File: src/rtl/fetch_queue.sv
// fetch_queue: instruction-fetch initiator with a small response FIFO.
// Issues pipelined word requests on fe_*, captures returned words with
// their PC and fault cause, and hands them to decode via valid/ready.
// Redirects flush the queue and restart fetch from a new PC.
module fetch_queue #(
  parameter logic [31:0] RESET_PC = 32'h0000_0000,
  parameter int unsigned DEPTH    = 4
) (
  input  logic        clk,
  input  logic        reset_n,
  output logic        fe_req,
  output logic [29:0] fe_addr,
  input  logic        fe_ack,
  input  logic        fe_error,
  input  logic [31:0] fe_data,
  output logic        de_valid,
  output logic [31:0] de_pc,
  output logic [31:0] de_insn,
  output logic [1:0]  de_cause,
  input  logic        de_ready,
  input  logic        redirect,
  input  logic [31:0] redirect_pc
);

  localparam int unsigned AW = (DEPTH > 1) ? $clog2(DEPTH) : 1;
  localparam int unsigned CW = AW + 1;

  localparam logic [1:0] CAUSE_OK    = 2'b00;
  localparam logic [1:0] CAUSE_FAULT = 2'b01;
  localparam logic [1:0] CAUSE_MISAL = 2'b10;

  logic [31:0]   pc;
  logic [CW-1:0] count;
  logic [AW-1:0] rd_ptr;
  logic [AW-1:0] wr_ptr;
  logic          inflight;
  logic [31:0]   inflight_pc;
  logic          inflight_err;
  logic          kill;
  logic          halt;
  logic          misal_pend;

  logic [31:0] q_pc    [DEPTH];
  logic [31:0] q_insn  [DEPTH];
  logic [1:0]  q_cause [DEPTH];

  logic        accept;
  logic        rsp_push;
  logic        push;
  logic        pop;
  logic [31:0] push_pc;
  logic [31:0] push_insn;
  logic [1:0]  push_cause;

  // Request credit: only registered state plus redirect/reset gate the request
  always_comb begin
    fe_req  = 1'b0;
    fe_addr = pc[31:2];
    if (reset_n && !halt && !redirect &&
        ((count + CW'(inflight)) < CW'(DEPTH))) begin
      fe_req = 1'b1;
    end
  end

  // Push/pop decisions and the payload of the entry being written
  always_comb begin
    accept     = fe_req & fe_ack;
    rsp_push   = inflight & ~kill & ~halt & ~redirect;
    push       = rsp_push | (misal_pend & ~redirect);
    pop        = (count != '0) & de_ready & ~redirect;
    push_pc    = inflight_pc;
    push_insn  = fe_data;
    push_cause = CAUSE_OK;
    if (misal_pend) begin
      push_pc    = pc;
      push_insn  = 32'h0;
      push_cause = CAUSE_MISAL;
    end else if (inflight_err) begin
      push_insn  = 32'h0;
      push_cause = CAUSE_FAULT;
    end
  end

  // Head of queue to decode; fields read as zero while empty
  always_comb begin
    de_valid = (count != '0);
    de_pc    = 32'h0;
    de_insn  = 32'h0;
    de_cause = CAUSE_OK;
    if (de_valid) begin
      de_pc    = q_pc[rd_ptr];
      de_insn  = q_insn[rd_ptr];
      de_cause = q_cause[rd_ptr];
    end
  end

  // Control state: PC, pointers, inflight tracking, kill and halt
  always_ff @(posedge clk) begin
    if (!reset_n) begin
      pc           <= RESET_PC;
      count        <= '0;
      rd_ptr       <= '0;
      wr_ptr       <= '0;
      inflight     <= 1'b0;
      inflight_pc  <= 32'h0;
      inflight_err <= 1'b0;
      kill         <= 1'b0;
      halt         <= 1'b0;
      misal_pend   <= 1'b0;
    end else if (redirect) begin
      pc         <= redirect_pc;
      count      <= '0;
      rd_ptr     <= '0;
      wr_ptr     <= '0;
      inflight   <= 1'b0;
      kill       <= inflight;
      halt       <= |redirect_pc[1:0];
      misal_pend <= |redirect_pc[1:0];
    end else begin
      inflight   <= accept;
      kill       <= 1'b0;
      misal_pend <= 1'b0;
      if (accept) begin
        pc           <= pc + 32'd4;
        inflight_pc  <= pc;
        inflight_err <= fe_error;
      end
      if (rsp_push && inflight_err) begin
        halt <= 1'b1;
      end
      if (push) begin
        wr_ptr <= wr_ptr + AW'(1);
      end
      if (pop) begin
        rd_ptr <= rd_ptr + AW'(1);
      end
      count <= count + CW'(push) - CW'(pop);
    end
  end

  // Queue storage; no reset needed since count qualifies every read
  always_ff @(posedge clk) begin
    if (reset_n && push) begin
      q_pc[wr_ptr]    <= push_pc;
      q_insn[wr_ptr]  <= push_insn;
      q_cause[wr_ptr] <= push_cause;
    end
  end

endmodule

File: config.mk
export PLATFORM = sky130hd
export DESIGN_NAME = fetch_queue
export DESIGN_NICKNAME = d
export VERILOG_FILES = /design/src/rtl/fetch_queue.sv
export SDC_FILE = /design/constraint.sdc
export NUM_CORES = 1
export LEC_CHECK = 0
export BUFFER_PORTS_ARGS = -buffer_cell sky130_fd_sc_hd__buf_2
export CORE_MARGIN = 3
export CORE_UTILIZATION = 25
export DETAILED_ROUTE_END_ITERATION = 16
export SLEW_MARGIN = 20
export SYNTH_ARGS = -nofsm -noshare
export SYNTH_HDL_FRONTEND = slang
export SYNTH_SLANG_ARGS = --single-unit
File: constraint.sdc
create_clock -name clk -period 3.4 [get_ports clk]
set_input_delay 0.51 -clock clk [delete_from_list [all_inputs] [get_ports clk]]
set_output_delay 0.51 -clock clk [all_outputs]
set_load 0.02 [all_outputs]
==> results of run 1 <==
## worst max path at each step
stage / to / depth (start not counted)
3_3_place_gp: pc[14]$_SDFFE_PN0P_ / 7
3_5_place_dp: pc[12]$_SDFFE_PN0P_ / 6
2_1_floorplan: q_cause[0][0]$_DFFE_PP_ / 5
4_1_cts: de_pc[15] / 4
5_1_grt: pc[7]$_SDFFE_PN0P_ / 6
6_report: de_pc[15] / 4
## metrics by stage
stage / utilization [%] / area [sq um]
floorplan: - / 14420
global placement: 28.21 / 16000
detailed placement: 28.21 / 16000
CTS: 30.32 / 17200
global route: 30.32 / 17200
finish: 30.35 / 17210
## registers in the layout, indices dropped and copies added, names as in the netlist, named ones only
register      cells
q_insn          128
q_pc            128
inflight_pc      32
pc               32
q_cause           8
count             3
rd_ptr            2
wr_ptr            2
halt              1
inflight          1
inflight_err      1
kill              1
misal_pend        1
## cell families after synthesis
logic type,Yosys count,share of synthesized area (%)
DFF,342,65.79
and+or+nand+nor,301,11.17
AOI/OAI and AO/OA,111,4.980
buffers and inverters,109,3.808
muxes,102,13.08
adders and majority gates,8,0.7461
xor gates and xnor gates,7,0.4251
## final cells by class
class / instances / area (sq um) / share of cell area, %
Tap cell: 756 / 945.9 / 5.496
Inverter: 18 / 67.56 / 0.3926
Clock inverter: 15 / 102.6 / 0.5961
Multi-Input combinational cell: 529 / 4398 / 25.55
Clock buffer: 52 / 1097 / 6.376
Timing Repair Buffer: 189 / 1089 / 6.325
Sequential cell: 342 / 9498 / 55.19
Antenna cell: 5 / 12.51 / 0.07270
## metal layers
metal	track usage, %	part of all wire (%)	up-vias
li1	-	-	3936
met1	16.53	42	4347
met2	20.18	47	325
met3	3.047	8.8	45
met4	3.143	1.7	0
met5	0	0	-
## power by group through the flow
stage	Combinational (W)	Sequential, W	Clock [W]
6_report	0.000474	0.00462	0.00394
5_1_grt	0.000522	0.00462	0.00423
4_1_cts	0.000485	0.00462	0.00408
3_5_place_dp	0.000483	0.00471	0
3_3_place_gp	0.000477	0.00470	0
2_1_floorplan	0.000322	0.00468	0
## worst register-to-register path, delay by kind of cell (launching register included)
| kind | cells | cell delay [ns] |
|---|---|---|
| buf+inv | 1 | 0.35 |
| flops | 1 | 0.36 |
| simple gates | 2 | 0.95 |
| compound gates | 3 | 0.98 |
## synth_stat cells (6+ instances only)
cell | instances | area [sq um]
nand2_1 | 86 | 322.8
mux2_2 | 32 | 360.4
nand3_1 | 21 | 105.1
inv_1 | 17 | 63.81
nor3_1 | 8 | 40.04
a21boi_0 | 8 | 60.06
clkbuf_1 | 35 | 131.4
ha_1 | 7 | 87.58
a31oi_1 | 6 | 37.54
buf_1 | 6 | 22.52
and2_1 | 106 | 663.1
dfxtp_1 | 78 | 1562
nand4_1 | 12 | 75.07
mux4_2 | 66 | 1486
edfxtp_1 | 264 | 7928
o21ai_0 | 15 | 75.07
nor2_1 | 39 | 146.4
and3_1 | 6 | 37.54
buf_2 | 18 | 90.09
a21oi_1 | 42 | 210.2
buf_4 | 31 | 232.7
==> impl_results.md, run 1 <==
* Final Slew Violations at 0
* Root buffer selected by CTS: clkbuf_16
* Period minus WS final at 2.907 ns
* Vias per std cell at 4.540
* Die area at 60610 sq um
* Final layout net count at 1196
* Initial standard-cell utilization of the core at 25.43%
* Async set-reset flop share out of synthesis at 0%
* CP startpoint kind: flop
* Global-route wire length before repair at 56370 microns
* Total clock buffers created by CTS at 38
* Sequential share of power at 51.1%
* Max Clk Rate at 344.0 MHz
* Wire per inst at 19.73 microns
* Cts-stage hold buffer count at 0
* Number of warnings reported in the yosys synthesis log at 0
* Wire length after detailed routing at 37600 microns
* Post-CTS setup repair buffer count at 0
* Syn-to-layout area delta at 19.33%
* Clock latency at the later pin of the worst-skew pair at 0.54 ns
* DRC viols at 0
* 1st-pass router iterations at 5
* Critical hold path startpoint: redirect_pc[0]
* Count of distinct cell types in the synthesized netlist at 60
* Part of the Yosys area used for sequential elements at 65.79%
* Cell row count at 87
* Quantity of I/O buffers inserted on ports at 167
* Hpwl dp at 24110 microns
* Status: finished clean
* Vertical extent of the die at 246.2 microns
* Final global-route overflow total at 0
* Flop and latch count out of synthesis at 342
* Remaining number of nets flagged by the antenna check after routing at 0
* Final GP Congestion at 0.7957
* Min-delay worst type: input pin to flop
* Number of H-tree levels at 2
* Hold slack at 0.2124 ns
* Power Density at 524.6 nW/um^2
* Number of flops mapped to enable cells by yosys at 264
* Leading cell types in the layout, fill and taps excluded: edfxtp_1, buf_2, and2_1
* Part of the total power dissipated in combinational logic at 5.3%
* Switching share of total power at 21.81%
* Switching power at 0.001970 W
* First DRT Iteration DRCs at 542
* Layout cells sized above 1 at 31.35%
* Post-Route Skew at 0.02974 ns
* Final hold vios at 0
* Non-filler cells, final at 1906
* Combined global-route utilization of all metal layers at 12.39%
* Post-route worst setup slack at 0.4927 ns
* Resized Gates After CTS at 0
* Buffer levels on the longest clock path at 3
* R2r setup slk at 0.66 ns
* Leading cell type in the layout, fill and taps excluded: edfxtp_1
* Crit path DAT at 2.40 ns
* Netlist area before placement at 14420 sq um
* Vias after detailed routing at 8653
* Clock-pin slew on the worst setup and hold paths at 0.06 ns
* Pre-CTS setup slack at 0.6604 ns
* Setup Total Neg Slack at 0 ns
* Worst-path maximum fanout at 12
* Area of the core at 56710 sq um
* Cell internal pwr at 0.007060 W
* Fill cells at 5640
* Actual transition at the worst max-transition pin at 0.7710 ns
* Buffers and inverters on the worst path at 2
* Width of the die at 246.2 microns
* Number of instances on the worst hold path at 3
* Worst flop-to-flop path startpoint: count[1]$_SDFF_PP0_
* Clock tree from TritonCTS: yes
* CP endpoint kind: output port
* Max-cap viol count at 0
* Worst EP required at 2.89 ns
* Setup repair after global routing missed its margin: false
* Pin count of the biggest net entering global routing at 68
* Static leakage power at 6.025 nW
* Avg Inst Size Synth at 14.72 sq um
* Post-route fraction of the period consumed by the critical path at 85.51%
* Number of global-route vias before repair at 8697
* Worst slew margin at 48.41%
* Clock power share at 43.6%
* R2R Path End: pc[12]$_SDFFE_PN0P_
* Worst path top cell family by delay: buffers and inverters
* Post-layout power at 0.009029 W
* Syn Nets at 1058
* Worst-path cell chain: buf_4 > mux4_2 > and2_1 > buf_2
* Worst vdd rail ir drop at 0.0004306 V
* Number of sinks driven by the clock tree at 342
* Setup Crit Path Kind: flop to output port
* Worst Hold Endpoint: misal_pend$_SDFF_PN0_
* Critical Path Slowest Stage Cell: mux4_2
* Synthesized instance count at 980
* Max incr delay on CP at 0.54 ns
* Final setup vio count at 0
* Number of antenna violations at the first check in global routing at 6
* Top Ports at 168
* Synth Flop Type: edfxtp_1
* Worst R2R Path Depth at 6
* Number of cells after detailed placement at 1834
(Power assumes the default switching activity.)
==> inputs of run 2 (changes only) <==
--- a/config.mk
+++ b/config.mk
@@ -9,6 +9,7 @@
 export CORE_MARGIN = 3
 export CORE_UTILIZATION = 25
 export DETAILED_ROUTE_END_ITERATION = 16
+export RECOVER_POWER = 25
 export SLEW_MARGIN = 20
 export SYNTH_ARGS = -nofsm -noshare
 export SYNTH_HDL_FRONTEND = slang
==> run 2 against run 1 <==
The flow now finishes with violations (capacitance limit, slew limit); register-to-register slack worse by 0.22 ns; routed wire length up 0.21%; worst hold slack about the same; total power about the same; maximum frequency down 1.9%; die area unchanged; non-clock buffer count unchanged; via count up 0.54%; clock power about the same; clock skew about the same; critical path depth unchanged; critical path type is now flop to flop; largest cell class unchanged.
==> impl_results.md, run 2 (synthesis gave the netlist of run 1 again) <==
* Detailed-routed wire length on met2 at 17690 microns (about the same)
* Total clock buffers created by CTS at 38 (unchanged)
* Max-cap viol count at 1 (+1)
* Post-route fraction of the period consumed by the critical path at 87.14% (+1.6 points)
* Number of sinks driven by the clock tree at 342 (unchanged)
* Power Density at 525.4 nW/um^2 (+0.14%)
* Max incr delay on CP at 1.79 ns (+1.25 ns)
* Static leakage power at 6.049 nW (+0.41%)
* Non-filler cells, final at 1904 (-0.10%)
* Routed metal-1 wirelength at 16140 microns (+1.1%)
* Worst-path cell chain: clkbuf_1 > nor2_2 > buf_4 > and2_0
* Number of antenna violations at the first check in global routing at 6 (unchanged)
* Final Slew Violations at 39 (+39)
* DRC viols at 0 (unchanged)
* Post-Route Skew at 0.02931 ns (-0.0004266 ns)
* Max Clk Rate at 337.5 MHz (-1.9%)
* Width of the die at 246.2 microns (unchanged)
* Final GP Congestion at 0.7957 (unchanged)
* Max Used Layer: met4
* Critical Path Slowest Stage Cell: clkbuf_1
* Number of H-tree levels at 2 (unchanged)
* Leading cell type in the layout, fill and taps excluded: edfxtp_1
* Final layout net count at 1196 (unchanged)
* Cts-stage hold buffer count at 0 (unchanged)
* CP startpoint kind: flop
* Number of cells after detailed placement at 1834 (unchanged)
* Wire length after detailed routing at 37680 microns (+0.21%)
* Remaining number of nets flagged by the antenna check after routing at 0 (unchanged)
* Cell row count at 87 (unchanged)
* Clock latency at the later pin of the worst-skew pair at 0.54 ns (about the same)
* Worst-path maximum fanout at 38 (+26)
* Violations in the final reports: capacitance limit, slew limit
* Pin count of the biggest net entering global routing at 68 (unchanged)
* Wire per inst at 19.79 microns (+0.32%)
* Combined global-route utilization of all metal layers at 12.39% (unchanged)
* Worst EP required at 3.67 ns (+0.78 ns)
* Final setup vio count at 0 (unchanged)
* Clock-pin slew on the worst setup and hold paths at 0.06 ns (about the same)
* Buffer levels on the longest clock path at 3 (unchanged)
* Final hold vios at 0 (unchanged)
* Hpwl dp at 24110 microns (unchanged)
* Initial standard-cell utilization of the core at 25.43% (unchanged)
* Layout cells sized above 1 at 28.30% (-3.1 points)
* Leading cell types in the layout, fill and taps excluded: edfxtp_1, buf_2, and2_1
* Met3 layer wire length in the routed design at 3171 microns (-4.0%)
* Setup Crit Path Kind: flop to flop
* Actual transition at the worst max-transition pin at 2.515 ns (+1.744 ns)
* Quantity of I/O buffers inserted on ports at 167 (unchanged)
* Vias per std cell at 4.569 (+0.65%)
* Area of the core at 56710 sq um (unchanged)
* Leading registers by flop count: q_insn (128), q_pc (128)
* First DRT Iteration DRCs at 555 (+2.4%)
* Status: finished, violations left
* Syn-to-layout area delta at 19.25% (about the same)
* Die area at 60610 sq um (unchanged)
* Worst vdd rail ir drop at 0.0004283 V (-0.54%)
* Setup repair after global routing missed its margin: false
* Top Ports at 168 (unchanged)
* CP endpoint kind: flop
* 1st-pass router iterations at 4 (-1)
* Period minus WS final at 2.963 ns (+0.05560 ns)
* Number of global-route vias before repair at 8697 (unchanged)
* Final global-route overflow total at 0 (unchanged)
* Worst slew margin at -67.70% (-120 points)
* Crit path DAT at 3.23 ns (+0.83 ns)
* Post-route core utilization at 30.33% (about the same)
* Root buffer selected by CTS: clkbuf_16
* Min-delay worst type: input pin to flop
* Resized Gates After CTS at 0 (unchanged)
* Setup Total Neg Slack at 0 ns (unchanged)
* Vertical extent of the die at 246.2 microns (unchanged)
* Vias after detailed routing at 8700 (+0.54%)
* Global-route wire length before repair at 56370 microns (unchanged)
* Post-CTS setup repair buffer count at 0 (unchanged)
* Clock tree from TritonCTS: yes
==> run 2: changes by cell type in the layout (fill, tap and decap cells not counted), moves of 2 or more <==
cell,delta
mux2_1,+32
mux2_2,-32
and2_0,+8
and2_1,-8
clkbuf_1,+2
diode_2,-2
==> run 2: cell type report <==
cell class	instances	area (sq um)
Sequential cell	342	9497
Multi-Input combinational cell	529	4398
Clock inverter	15	102.6
Fill cell	5640	39510
Tap cell	756	945.9
Antenna cell	3	7.507
Timing Repair Buffer	189	1084
Clock buffer	52	1097
Inverter	18	67.56
==> run 2: power by group <==
part | leakage, nW | total, W | switching (W) | internal, W
registers | 3.10 | 0.00462 | 0.0000641 | 0.00455
logic | 2.36 | 0.000471 | 0.000301 | 0.000169
clock network | 0.585 | 0.00395 | 0.00162 | 0.00233
==> run 2: final timing paths <==
| check | start | end | slack, ns | cells after the start |
|---|---|---|---|---|
| worst max-delay path | misal_pend$_SDFF_PN0_ | q_insn[0][27]$_DFFE_PP_ | 0.44 | 4 |
| worst min-delay path | redirect_pc[0] | misal_pend$_SDFF_PN0_ | 0.21 | 3 |
| worst max register to register | misal_pend$_SDFF_PN0_ | q_insn[0][27]$_DFFE_PP_ | 0.44 | 4 |
| worst min register to register | inflight_pc[7]$_SDFFE_PN0P_ | inflight_pc[7]$_SDFFE_PN0P_ | 0.45 | 2 |
==> run 2: stage by stage <==
step	instance area, sq um	setup WS (ns)	hold slack, ns	power (W)
final	17200	0.4371	0.2122	0.009036
after global placement	16000	0.7354	0.4403	0.005179
after floorplan	14420	0.2427	0.4338	0.004997
after CTS	17200	0.4058	0.1625	0.009185
after global routing	17190	0.2614	0.1985	0.009375
after detailed placement	16000	0.6604	0.4452	0.005189
==> run 2: critical path: cells and delay by family, from the launching register on <==
kind | cells | cell delay [ns]
simple gates | 2 | 0.22
flops | 1 | 0.32
buf+inv | 2 | 2.13
==> run 2: per-layer routing <==
| layer | track usage (%) | vias to the layer above |
|---|---|---|
| li1 | - | 3926 |
| met1 | 16.53 | 4414 |
| met2 | 20.18 | 313 |
| met3 | 3.047 | 47 |
| met4 | 3.143 | 0 |
| met5 | 0 | - |
==> inputs of run 3 (changes only) <==
--- a/config.mk
+++ b/config.mk
@@ -5,6 +5,7 @@
 export SDC_FILE = /design/constraint.sdc
 export NUM_CORES = 1
 export LEC_CHECK = 0
+export ABC_AREA = 1
 export BUFFER_PORTS_ARGS = -buffer_cell sky130_fd_sc_hd__buf_2
 export CORE_MARGIN = 3
 export CORE_UTILIZATION = 25
==> run 3 against run 2 <==
Largest power group unchanged; sequential share of layout area decreased by 1.9 points; routed wire length increased by 11%; setup slack got worse by 0.11 ns; non-clock buffer count increased by 4; the run still ends with capacitance limit, slew limit left; combinational power increased by 15%; cell count increased by 32%; clock power increased by 3%; maximum frequency decreased by 3.5%; register-to-register slack got worse by 0.08 ns; sequential power about the same.
==> impl_results.md, run 3 <==
* Buffer levels on the longest clock path at 3 (unchanged)
* Remaining number of nets flagged by the antenna check after routing at 0 (unchanged)
* Die area at 63110 sq um (+4.1%)
* Area of the core at 59240 sq um (+4.5%)
* Synthesized instance count at 1599 (+63%)
* Multi-input gate area at 4642 sq um (+5.5%)
* Final GP Congestion at 0.8796 (+11%)
* Worst slew margin at -79.56% (-12 points)
* Post-route fraction of the period consumed by the critical path at 90.31% (+3.2 points)
* Avg Inst Size Synth at 9.401 sq um (-36%)
* Biggest area consumer among synthesized cells: edfxtp_1
* Number of sinks driven by the clock tree at 342 (unchanged)
* Max-cap viol count at 1 (unchanged)
* CP startpoint kind: flop
* Async set-reset flop share out of synthesis at 0% (unchanged)
* Synth Flop Type: edfxtp_1
* Hpwl dp at 25900 microns (+7.4%)
* Worst-path cell chain: clkinv_2 > buf_12 > o21ai_0 > a21oi_1 > buf_2
* Width of the die at 251.2 microns (+2.0%)
* Worst vdd rail ir drop at 0.0002469 V (-42%)
* Netlist area before placement at 15030 sq um (+4.2%)
* Leading registers by flop count: q_insn (128), q_pc (128)
* Violations in the final reports: capacitance limit, slew limit
* Clock latency at the later pin of the worst-skew pair at 0.54 ns (about the same)
* Initial standard-cell utilization of the core at 25.37% (-0.057 points)
* Status: finished, violations left
* Post-layout power at 0.009265 W (+2.5%)
* Number of flops mapped to enable cells by yosys at 264 (unchanged)
* Max Clk Rate at 325.7 MHz (-3.5%)
* Leading cell type in the layout, fill and taps excluded: nor2_1
* Post-CTS setup repair buffer count at 0 (unchanged)
* Worst path top cell family by delay: buffers and inverters
* Critical Path Slowest Stage Cell: clkinv_2
* Pin count of the biggest net entering global routing at 133 (+96%)
* Part of the Yosys area used for sequential elements at 63.13% (-2.7 points)
* Most frequent cells after synthesis: nor2_1, nand2_1, edfxtp_1, o21ai_0, a21oi_1
* Count of distinct cell types in the synthesized netlist at 32 (-47%)
* Worst EP required at 2.89 ns (-0.78 ns)
* Vias after detailed routing at 11390 (+31%)
* Quantity of I/O buffers inserted on ports at 167 (unchanged)
* Post-Route Skew at 0.01148 ns (-0.01783 ns)
* Fill cells at 6206 (+10%)
* Period minus WS final at 3.071 ns (+0.1077 ns)
* Max incr delay on CP at 0.65 ns (-1.14 ns)
* Actual transition at the worst max-transition pin at 2.693 ns (+0.1779 ns)
* Root buffer selected by CTS: clkbuf_16
* Number of cells after detailed placement at 2445 (+33%)
* Leading cell types in the layout, fill and taps excluded: nor2_1, nand2_1, edfxtp_1
* Number of warnings reported in the yosys synthesis log at 0 (unchanged)
* Setup repair after global routing missed its margin: false
* Number of global-route vias before repair at 11040 (+27%)
* Final global-route overflow total at 0 (unchanged)
* Cell row count at 89 (+2.3%)
* Combined global-route utilization of all metal layers at 12.89% (+0.50 points)
* Top-area cell type share of the netlist area at 52.74% (-2.2 points)
* Vertical extent of the die at 251.2 microns (+2.0%)
* Cts-stage hold buffer count at 0 (unchanged)
* Vias per std cell at 4.532 (-0.81%)
* DRC viols at 0 (unchanged)
* Post-route worst setup slack at 0.3293 ns (-0.1077 ns)
* Number of H-tree levels at 2 (unchanged)
* Buffers and inverters on the worst path at 3 (+1)
* Syn-to-layout area delta at 18.45%
* Clock tree from TritonCTS: yes
* Total clock buffers created by CTS at 40 (+5.3%)
* Number of antenna violations at the first check in global routing at 0 (-6)
* Syn Nets at 1677 (+59%)
* Static leakage power at 6.815 nW (+13%)
* 1st-pass router iterations at 5 (+1)
* Clock-pin slew on the worst setup and hold paths at 0.06 ns (about the same)
* Crit path DAT at 2.56 ns (-0.67 ns)
* Most area-consuming cells after synthesis: edfxtp_1, dfxtp_1, nor2_1
* Wire length after detailed routing at 41770 microns (+11%)
* Pre-CTS setup slack at 0.8445 ns (+0.1842 ns)
* Min-delay worst type: input pin to flop
* Most frequent cell after synthesis: nor2_1
* Flop and latch count out of synthesis at 342 (unchanged)
* Power Density at 520.3 nW/um^2 (-0.96%)
* CP endpoint kind: output port
* Resized Gates After CTS at 0 (unchanged)
* Wire per inst at 16.62 microns (-16%)
* Final hold vios at 0 (unchanged)
* Layout cells sized above 1 at 14.99% (-13 points)
* Seq. cell area at 9494 sq um (about the same)
* Top Ports at 168 (unchanged)
* Final layout net count at 1792 (+50%)
* First DRT Iteration DRCs at 803 (+45%)
* Final setup vio count at 0 (unchanged)
* Non-filler cells, final at 2514 (+32%)
* Worst-path maximum fanout at 63 (+66%)
* # diodes at 0 (-3)
* Setup Crit Path Kind: flop to output port
* Global-route wire length before repair at 63300 microns (+12%)
* Final Slew Violations at 44 (+13%)
## run 3: cell types whose count changed after synthesis, moves of 60 or more
cell,previous run,this run
inv_1,17,77
a21oi_1,42,118
nand2_1,86,270
nor2_1,39,381
and2_1,106,0
o21ai_0,15,200
mux4_2,66,0
## run 3: path summary, 6_finish.rpt
check	startpoint	end	slack [ns]	depth (start not counted)
worst max-delay path	flop	de_insn[6]	0.33	5
worst min-delay path	redirect_pc[2]	pc[2]$_SDFFE_PN0P_	0.20	3
worst min register to register	inflight_err$_SDFFE_PN0P_	inflight_err$_SDFFE_PN0P_	0.47	2
worst max register to register	misal_pend$_SDFF_PN0_	q_insn[1][16]$_DFFE_PP_	0.36	2
## run 3: per-stage QoR
step / util [%] / TNS [ns] / hold WS, ns / instance area, sq um
2_1_floorplan: - / -20.38 / 0.4356 / 15040
3_3_place_gp: 28.00 / 0 / 0.4435 / 16590
3_5_place_dp: 28.00 / 0 / 0.4513 / 16590
4_1_cts: 30.07 / 0 / 0.1661 / 17820
5_1_grt: 30.06 / 0 / 0.1853 / 17810
6_report: 30.06 / 0 / 0.1990 / 17810
## run 3: cell type report
| cell class | instances | share of cell area [%] |
|---|---|---|
| Clock buffer | 54 | 6.177 |
| Clock inverter | 15 | 0.7308 |
| Inverter | 83 | 1.757 |
| Multi-Input combinational cell | 1054 | 26.07 |
| Sequential cell | 342 | 53.32 |
| Tap cell | 773 | 5.432 |
| Timing Repair Buffer | 193 | 6.514 |
## run 3: power by group
| group | leakage [nW] | switching [W] | total [W] | internal [W] |
|---|---|---|---|---|
| sequential | 3.16 | 0.0000549 | 0.00464 | 0.00458 |
| combinational | 3.06 | 0.000386 | 0.000542 | 0.000156 |
| clock | 0.596 | 0.00167 | 0.00408 | 0.00242 |
## run 3: layer usage
| layer | part of all wire (%) | track usage [%] | wire, microns |
|---|---|---|---|
| met1 | 45 | 17.53 | 18980 |
| met2 | 47 | 21.26 | 19530 |
| met3 | 6.4 | 2.721 | 2670 |
| met4 | 1.4 | 2.652 | 593 |
| met5 | 0 | 0 | 0 |
## run 3: kinds of logic after synthesis
| logic type | count (synthesis) | share of synthesized area [%] |
|---|---|---|
| AOI/OAI and AO/OA | 332 | 11.16 |
| xor gates and xnor gates | 7 | 0.4079 |
| adders and majority gates | 8 | 0.7158 |
| buffers and inverters | 203 | 6.226 |
| DFF | 342 | 63.13 |
| and+or+nand+nor | 707 | 18.36 |
## run 3: worst register-to-register path: stages (launching register included)
cell	delay (ns)
dfxtp_1	0.32
clkbuf_1	1.89
nor2_1	0.43
